**src/rtl/branch_sequencer_pkg.sv**
```systemverilog
// Shared definitions for the branch sequencer: condition codes, NZCV bit
// positions and the sequencer state encoding.
package branch_sequencer_pkg;

  localparam logic [3:0] COND_EQ = 4'h0;
  localparam logic [3:0] COND_NE = 4'h1;
  localparam logic [3:0] COND_CS = 4'h2;
  localparam logic [3:0] COND_CC = 4'h3;
  localparam logic [3:0] COND_MI = 4'h4;
  localparam logic [3:0] COND_PL = 4'h5;
  localparam logic [3:0] COND_VS = 4'h6;
  localparam logic [3:0] COND_VC = 4'h7;
  localparam logic [3:0] COND_HI = 4'h8;
  localparam logic [3:0] COND_LS = 4'h9;
  localparam logic [3:0] COND_GE = 4'hA;
  localparam logic [3:0] COND_LT = 4'hB;
  localparam logic [3:0] COND_GT = 4'hC;
  localparam logic [3:0] COND_LE = 4'hD;
  localparam logic [3:0] COND_AL = 4'hE;
  localparam logic [3:0] COND_NV = 4'hF;

  localparam int unsigned FLAG_N = 3;
  localparam int unsigned FLAG_Z = 2;
  localparam int unsigned FLAG_C = 1;
  localparam int unsigned FLAG_V = 0;

  typedef enum logic [1:0] {
    ST_IDLE,
    ST_WAIT_FLAGS,
    ST_EVAL,
    ST_FLUSH
  } state_t;

endpackage

```
**src/rtl/branch_sequencer_cond_eval.sv**
```systemverilog
// Combinational condition-code evaluator: decides whether a branch with the
// given 4-bit condition is taken under the supplied NZCV flags.
module cond_eval
  import branch_sequencer_pkg::*;
(
  input  logic [3:0] cond,
  input  logic [3:0] flags,
  output logic       take
);

  logic n, z, c, v;

  always_comb begin
    n = flags[FLAG_N];
    z = flags[FLAG_Z];
    c = flags[FLAG_C];
    v = flags[FLAG_V];
    take = 1'b0;
    case (cond)
      COND_EQ: take = z;
      COND_NE: take = !z;
      COND_CS: take = c;
      COND_CC: take = !c;
      COND_MI: take = n;
      COND_PL: take = !n;
      COND_VS: take = v;
      COND_VC: take = !v;
      COND_HI: take = c & !z;
      COND_LS: take = !c | z;
      COND_GE: take = (n == v);
      COND_LT: take = (n != v);
      COND_GT: take = !z & (n == v);
      COND_LE: take = z | (n != v);
      COND_AL: take = 1'b1;
      COND_NV: take = 1'b0;
      default: take = 1'b0;
    endcase
  end

endmodule

```
**src/rtl/branch_sequencer.sv**
```systemverilog
// Conditional-branch sequencer: owns the NZCV flag register, waits out
// pending flag writes, evaluates the condition and drives PC/LR/flush.
module branch_sequencer
  import branch_sequencer_pkg::*;
#(
  parameter int unsigned DATA_WIDTH   = 32,
  parameter int unsigned FLUSH_CYCLES = 2,
  parameter int unsigned CNT_WIDTH    = 16
) (
  input  logic                  clock,
  input  logic                  reset,
  input  logic                  flags_we,
  input  logic [3:0]            flags_in,
  input  logic                  flags_pending,
  input  logic                  br_valid,
  output logic                  br_ready,
  input  logic [3:0]            br_cond,
  input  logic [DATA_WIDTH-1:0] br_target,
  input  logic                  br_link,
  input  logic [DATA_WIDTH-1:0] br_return_addr,
  output logic                  pc_load,
  output logic [DATA_WIDTH-1:0] pc_target,
  output logic                  lr_we,
  output logic [DATA_WIDTH-1:0] lr_data,
  output logic                  flush,
  output logic                  stall,
  output logic [3:0]            flags_out,
  output logic [CNT_WIDTH-1:0]  taken_count
);

  state_t                state_q, state_d;
  logic [3:0]            flags_q, flags_d;
  logic [3:0]            cond_q, cond_d;
  logic [DATA_WIDTH-1:0] target_q, target_d;
  logic                  link_q, link_d;
  logic [DATA_WIDTH-1:0] ret_q, ret_d;
  logic                  pc_load_q, pc_load_d;
  logic [DATA_WIDTH-1:0] pc_target_q, pc_target_d;
  logic                  lr_we_q, lr_we_d;
  logic [DATA_WIDTH-1:0] lr_data_q, lr_data_d;
  logic [CNT_WIDTH-1:0]  taken_q, taken_d;
  logic [3:0]            fcnt_q, fcnt_d;
  logic [3:0]            eval_flags;
  logic                  take;

  // A flag write landing in the EVAL cycle itself is bypassed into the decision.
  assign eval_flags = flags_we ? flags_in : flags_q;

  cond_eval u_cond_eval (
    .cond  (cond_q),
    .flags (eval_flags),
    .take  (take)
  );

  always_comb begin
    state_d     = state_q;
    flags_d     = flags_we ? flags_in : flags_q;
    cond_d      = cond_q;
    target_d    = target_q;
    link_d      = link_q;
    ret_d       = ret_q;
    pc_load_d   = 1'b0;
    pc_target_d = pc_target_q;
    lr_we_d     = 1'b0;
    lr_data_d   = lr_data_q;
    taken_d     = taken_q;
    fcnt_d      = fcnt_q;
    case (state_q)
      ST_IDLE: begin
        if (br_valid) begin
          cond_d   = br_cond;
          target_d = br_target;
          link_d   = br_link;
          ret_d    = br_return_addr;
          state_d  = flags_pending ? ST_WAIT_FLAGS : ST_EVAL;
        end
      end
      ST_WAIT_FLAGS: begin
        if (!flags_pending) state_d = ST_EVAL;
      end
      ST_EVAL: begin
        if (take) begin
          pc_load_d   = 1'b1;
          pc_target_d = target_q;
          if (link_q) begin
            lr_we_d   = 1'b1;
            lr_data_d = ret_q;
          end
          taken_d = taken_q + 1'b1;
          fcnt_d  = 4'(FLUSH_CYCLES - 1);
          state_d = ST_FLUSH;
        end else begin
          state_d = ST_IDLE;
        end
      end
      ST_FLUSH: begin
        if (fcnt_q == '0) state_d = ST_IDLE;
        else fcnt_d = fcnt_q - 1'b1;
      end
      default: state_d = ST_IDLE;
    endcase
  end

  always_ff @(posedge clock) begin
    if (reset) begin
      state_q     <= ST_IDLE;
      flags_q     <= '0;
      cond_q      <= '0;
      target_q    <= '0;
      link_q      <= 1'b0;
      ret_q       <= '0;
      pc_load_q   <= 1'b0;
      pc_target_q <= '0;
      lr_we_q     <= 1'b0;
      lr_data_q   <= '0;
      taken_q     <= '0;
      fcnt_q      <= '0;
    end else begin
      state_q     <= state_d;
      flags_q     <= flags_d;
      cond_q      <= cond_d;
      target_q    <= target_d;
      link_q      <= link_d;
      ret_q       <= ret_d;
      pc_load_q   <= pc_load_d;
      pc_target_q <= pc_target_d;
      lr_we_q     <= lr_we_d;
      lr_data_q   <= lr_data_d;
      taken_q     <= taken_d;
      fcnt_q      <= fcnt_d;
    end
  end

  assign br_ready    = (state_q == ST_IDLE);
  assign stall       = (state_q != ST_IDLE);
  assign flush       = (state_q == ST_FLUSH);
  assign pc_load     = pc_load_q;
  assign pc_target   = pc_target_q;
  assign lr_we       = lr_we_q;
  assign lr_data     = lr_data_q;
  assign flags_out   = flags_q;
  assign taken_count = taken_q;

endmodule

```
**config.mk**
```make
export PLATFORM = sky130hd
export DESIGN_NAME = branch_sequencer
export DESIGN_NICKNAME = d
export VERILOG_FILES = /design/src/rtl/branch_sequencer_pkg.sv /design/src/rtl/branch_sequencer_cond_eval.sv /design/src/rtl/branch_sequencer.sv
export SDC_FILE = /design/constraint.sdc
export NUM_CORES = 1
export LEC_CHECK = 0
export ABC_AREA = 1
export BUFFER_PORTS_ARGS = -buffer_cell sky130_fd_sc_hd__buf_2
export CAP_MARGIN = 20
export CORE_AREA = 2 2 139 141
export DETAILED_ROUTE_END_ITERATION = 10
export DIE_AREA = 0 0 141 143
export SYNTH_ARGS = -nofsm -noshare
export SYNTH_HDL_FRONTEND = slang
export SYNTH_SLANG_ARGS = --single-unit
export TNS_END_PERCENT = 50
```
**constraint.sdc**
```tcl
create_clock -name clock -period 2 [get_ports clock]
set_clock_uncertainty 0.15 [all_clocks]
set_input_delay 0.1 -clock clock [delete_from_list [all_inputs] [get_ports clock]]
set_output_delay 0.1 -clock clock [all_outputs]
set_load 0.02 [all_outputs]
```
==> out/qor.csv <==
metric;value;unit
Die Height;143;um
Worst path depth;16;
internal power;6.138;mW
setup slack after layout;0.1153;ns
antenna-violating nets left;0;
H-tree Lvls;4;
clock edge transition at the registers on the reported setup and hold paths;0.06;ns
Seq pwr share;41.9;%
share of cells above drive strength 1;23.47;%
post-synthesis compound-gate area fraction;10.56;%
CP max stage delay;0.53;ns
Worst EP required;2.17;ns
IR drop worst, VDD;599.8;uV
CTS tree;built;
Routed wire per std cell;13.96;um
Sink Count;161;
DIE AREA;0.02016;mm2
Worst setup SP type;primary input;
synthesized flop and latch total;161;
most frequent cell after synthesis;nand2_1;
Layout area overhead;40.99;%
top cell type's share of synthesized area;50.37;%
synth top area cells;dfxtp_1 50%, nand2_1 10%, nor2_1 9.1%;
global-route wire length before repair;29880;um
post-synthesis mux area share;0;%
post-synthesis simple-gate area fraction;29.66;%
Hold Path Depth;3;
Clock power frac;38.6;%
drt via density;4.850;
Core Util, Final;48.55;%
RSZ-0062 raised after global routing;yes;
grt ovf;0;
initial DRC count;438;
outcome;finished, final reports clean;
post-synthesis xor/xnor area fraction;2.053;%
CP Capture Type;flop;
largest family of logic cells by synthesized area;simple AND/OR/NAND/NOR gates;
CP bufs+invs;4;
reg2reg path depth;13;
highest-delay cell along the critical path;dlygate4sd3_1;
setup TNS;0;ns
GP Congestion;0.8163;
Slew headroom;70.62;%
clk_lat worst skew;0.42;ns
Synth Area in Adders;0.5866;%
EDFF count, synth;0;
post-place setup slack;0.1221;ns
vias in the first global route;5987;
Syn Nets;931;
LEAKAGE;4.124;nW
DP Area;0.007541;mm2
Post-synth ARST share;0;%
Net Sw Frac;29.45;%
Remaining DRCs;0;
crit path time final;1.885;ns
Synth cell types;32;
detailed-route via count;6445;
Fmax;0.5306;GHz
yosys warns;0;
Initial Util;34.44;%
clk root buf;clkbuf_16;
post-detailed-placement half-perimeter wirelength;11250;um
core area;0.01858;mm2
post-synthesis sequential area ratio;50.37;%
Hold WC Path Type;primary input to flop;
WP data arrival;2.05;ns
crit path max fanout;14;
worst setup path class;primary input to flop;
diode count;0;
row count;50;
final setup vio count;0;
drt pass-1 iters;5;
Critical Path Most Common Cell;nand2_1;
I/O pin cnt;167;
Synth top cells by count;173 x nand2_1, 161 x dfxtp_1, 155 x nor2_1;
endpoints failing hold;0;
mapped cell area;0.006399;mm2
top cell family by delay on the critical path;simple AND/OR/NAND/NOR gates;
Die X;141;um
max_cap viols;0;
area leader, netlist;dfxtp_1;
Power Density;964.4;mW/mm2
routed wire length;18550;um
CP cell instances;dlygate4sd3_1 -> buf_2 -> nand2_1 -> nand2_2 -> nand2_2 -> nand2_1 -> nand2_1 -> nand2_1 -> a21oi_2 -> nand3_4 -> and2_4 -> nand2_4 -> inv_6 -> buf_12 -> nand2_1 -> nand2_1;
number of CTS-inserted buffers;17;
net switching power of the design;2.562;mW
measured slew at the worst slew-check pin;0.4407;ns
Final period util;94.24;%
total track usage;18.49;%
Post-synth top flop;dfxtp_1;
# port buffers;166;
fin nets;1163;
Post-Syn Instances;850;
initial antenna violation count;0;
largest net degree at the start of global routing;66;
CTS max path bufs;2;
finished layout cell area;0.009021;mm2
Synth Area per Inst;7.528;um2
Slew Viols, Final;0;
combinational share of power;19.5;%
[state kept, by name (all words and copies together), names as in the netlist, 2 cells and up]
| signal | flops |
|---|---|
| lr_data | 32 |
| pc_target | 32 |
| ret_q | 32 |
| target_q | 32 |
| taken_count | 16 |
| cond_q | 4 |
| fcnt_q | 4 |
| flags_out | 4 |
| state_q | 2 |
[worst register-to-register path, cell delays in order, from the launching register on]
cell and delay (ns):
dfxtp_2 0.37, inv_2 0.06, nand2_1 0.10, nor3_2 0.05, nor2_1 0.07, o21ai_1 0.08, a21oi_2 0.16, nand3_4 0.16
and2_4 0.20, nand2_4 0.07, inv_6 0.05, buf_12 0.14, nand2_1 0.06, nand2_1 0.05
[what timing repair did]
item,in CTS,in global routing
endpoints found under the hold margin,75,0
hold buffers,79,0
buffers inserted,0,1
gates resized for setup,0,21
endpoints found under the setup margin,0,77
[metrics by stage]
step,total power [mW],hold WS [ns],cells
2_1_floorplan,4.707,0.08490,850
4_1_cts,8.738,0.01800,1328
3_3_place_gp,5.241,0.1714,1217
3_5_place_dp,5.246,0.1742,1217
5_1_grt,9.127,0.04117,1329
6_report,8.700,0.03220,1329
[metal layers]
metal	global-route usage [%]	up-vias	share of wire, %
met4	8.684	0	2.7
met1	23.49	3000	46
li1	-	3257	-
met2	30.71	152	48
met3	3.219	36	3.9
met5	0	-	0
[cells in the final DEF (no fill, tap or decap), types with 2 or more instances in the layout]
master	n
nand4_1	36
xor2_1	9
a31oi_1	3
a21oi_1	54
dfxtp_1	157
buf_2	166
buf_4	16
buf_12	9
nand2_1	163
nand3_1	65
nor3_1	5
nand3_2	3
clkbuf_16	17
ha_1	3
nand2_2	10
clkinv_4	2
dlygate4sd3_1	79
clkinvlp_4	3
bufinv_16	2
nor2_1	154
dfxtp_2	4
o21ai_0	71
clkbuf_8	5
inv_1	31
inv_2	4
inv_6	3
xnor2_1	6
[cell type report]
type,instances,area [um2]
timing repair buffer,270,1922
tap,234,292.8
clock buffer,22,494.2
clock inverter,10,122.6
sequential,161,3228
multi-input combinational,595,2815
inverter,37,146.4
fill,1840,9559
[power groups by stage]
| stage | registers, mW | clock network, mW | logic, mW |
|---|---|---|---|
| floorplan | 3.74 | 0 | 0.964 |
| global placement | 3.71 | 0 | 1.53 |
| detailed placement | 3.71 | 0 | 1.54 |
| CTS | 3.64 | 3.43 | 1.67 |
| global route | 3.68 | 3.56 | 1.89 |
| finish | 3.65 | 3.36 | 1.70 |
[path summary, 6_finish.rpt]
check                from            end  slack [ns]
max reg2reg     cond_q[1]  pc_target[14]        0.12
min reg2reg  target_q[11]  pc_target[11]        0.29
min                 reset   flags_out[3]        0.03
max           flags_in[0]  pc_target[14]        0.12
[cells by family (layout without fill, tap and decap cells)]
family,count (synthesis),in the layout
simple gates,445,445
compound gates,132,132
fa+ha+maj,3,3
xor+xnor,15,15
buf+inv,94,339
flops,161,161
No activity file was read; power rests on OpenSTA's default activity.
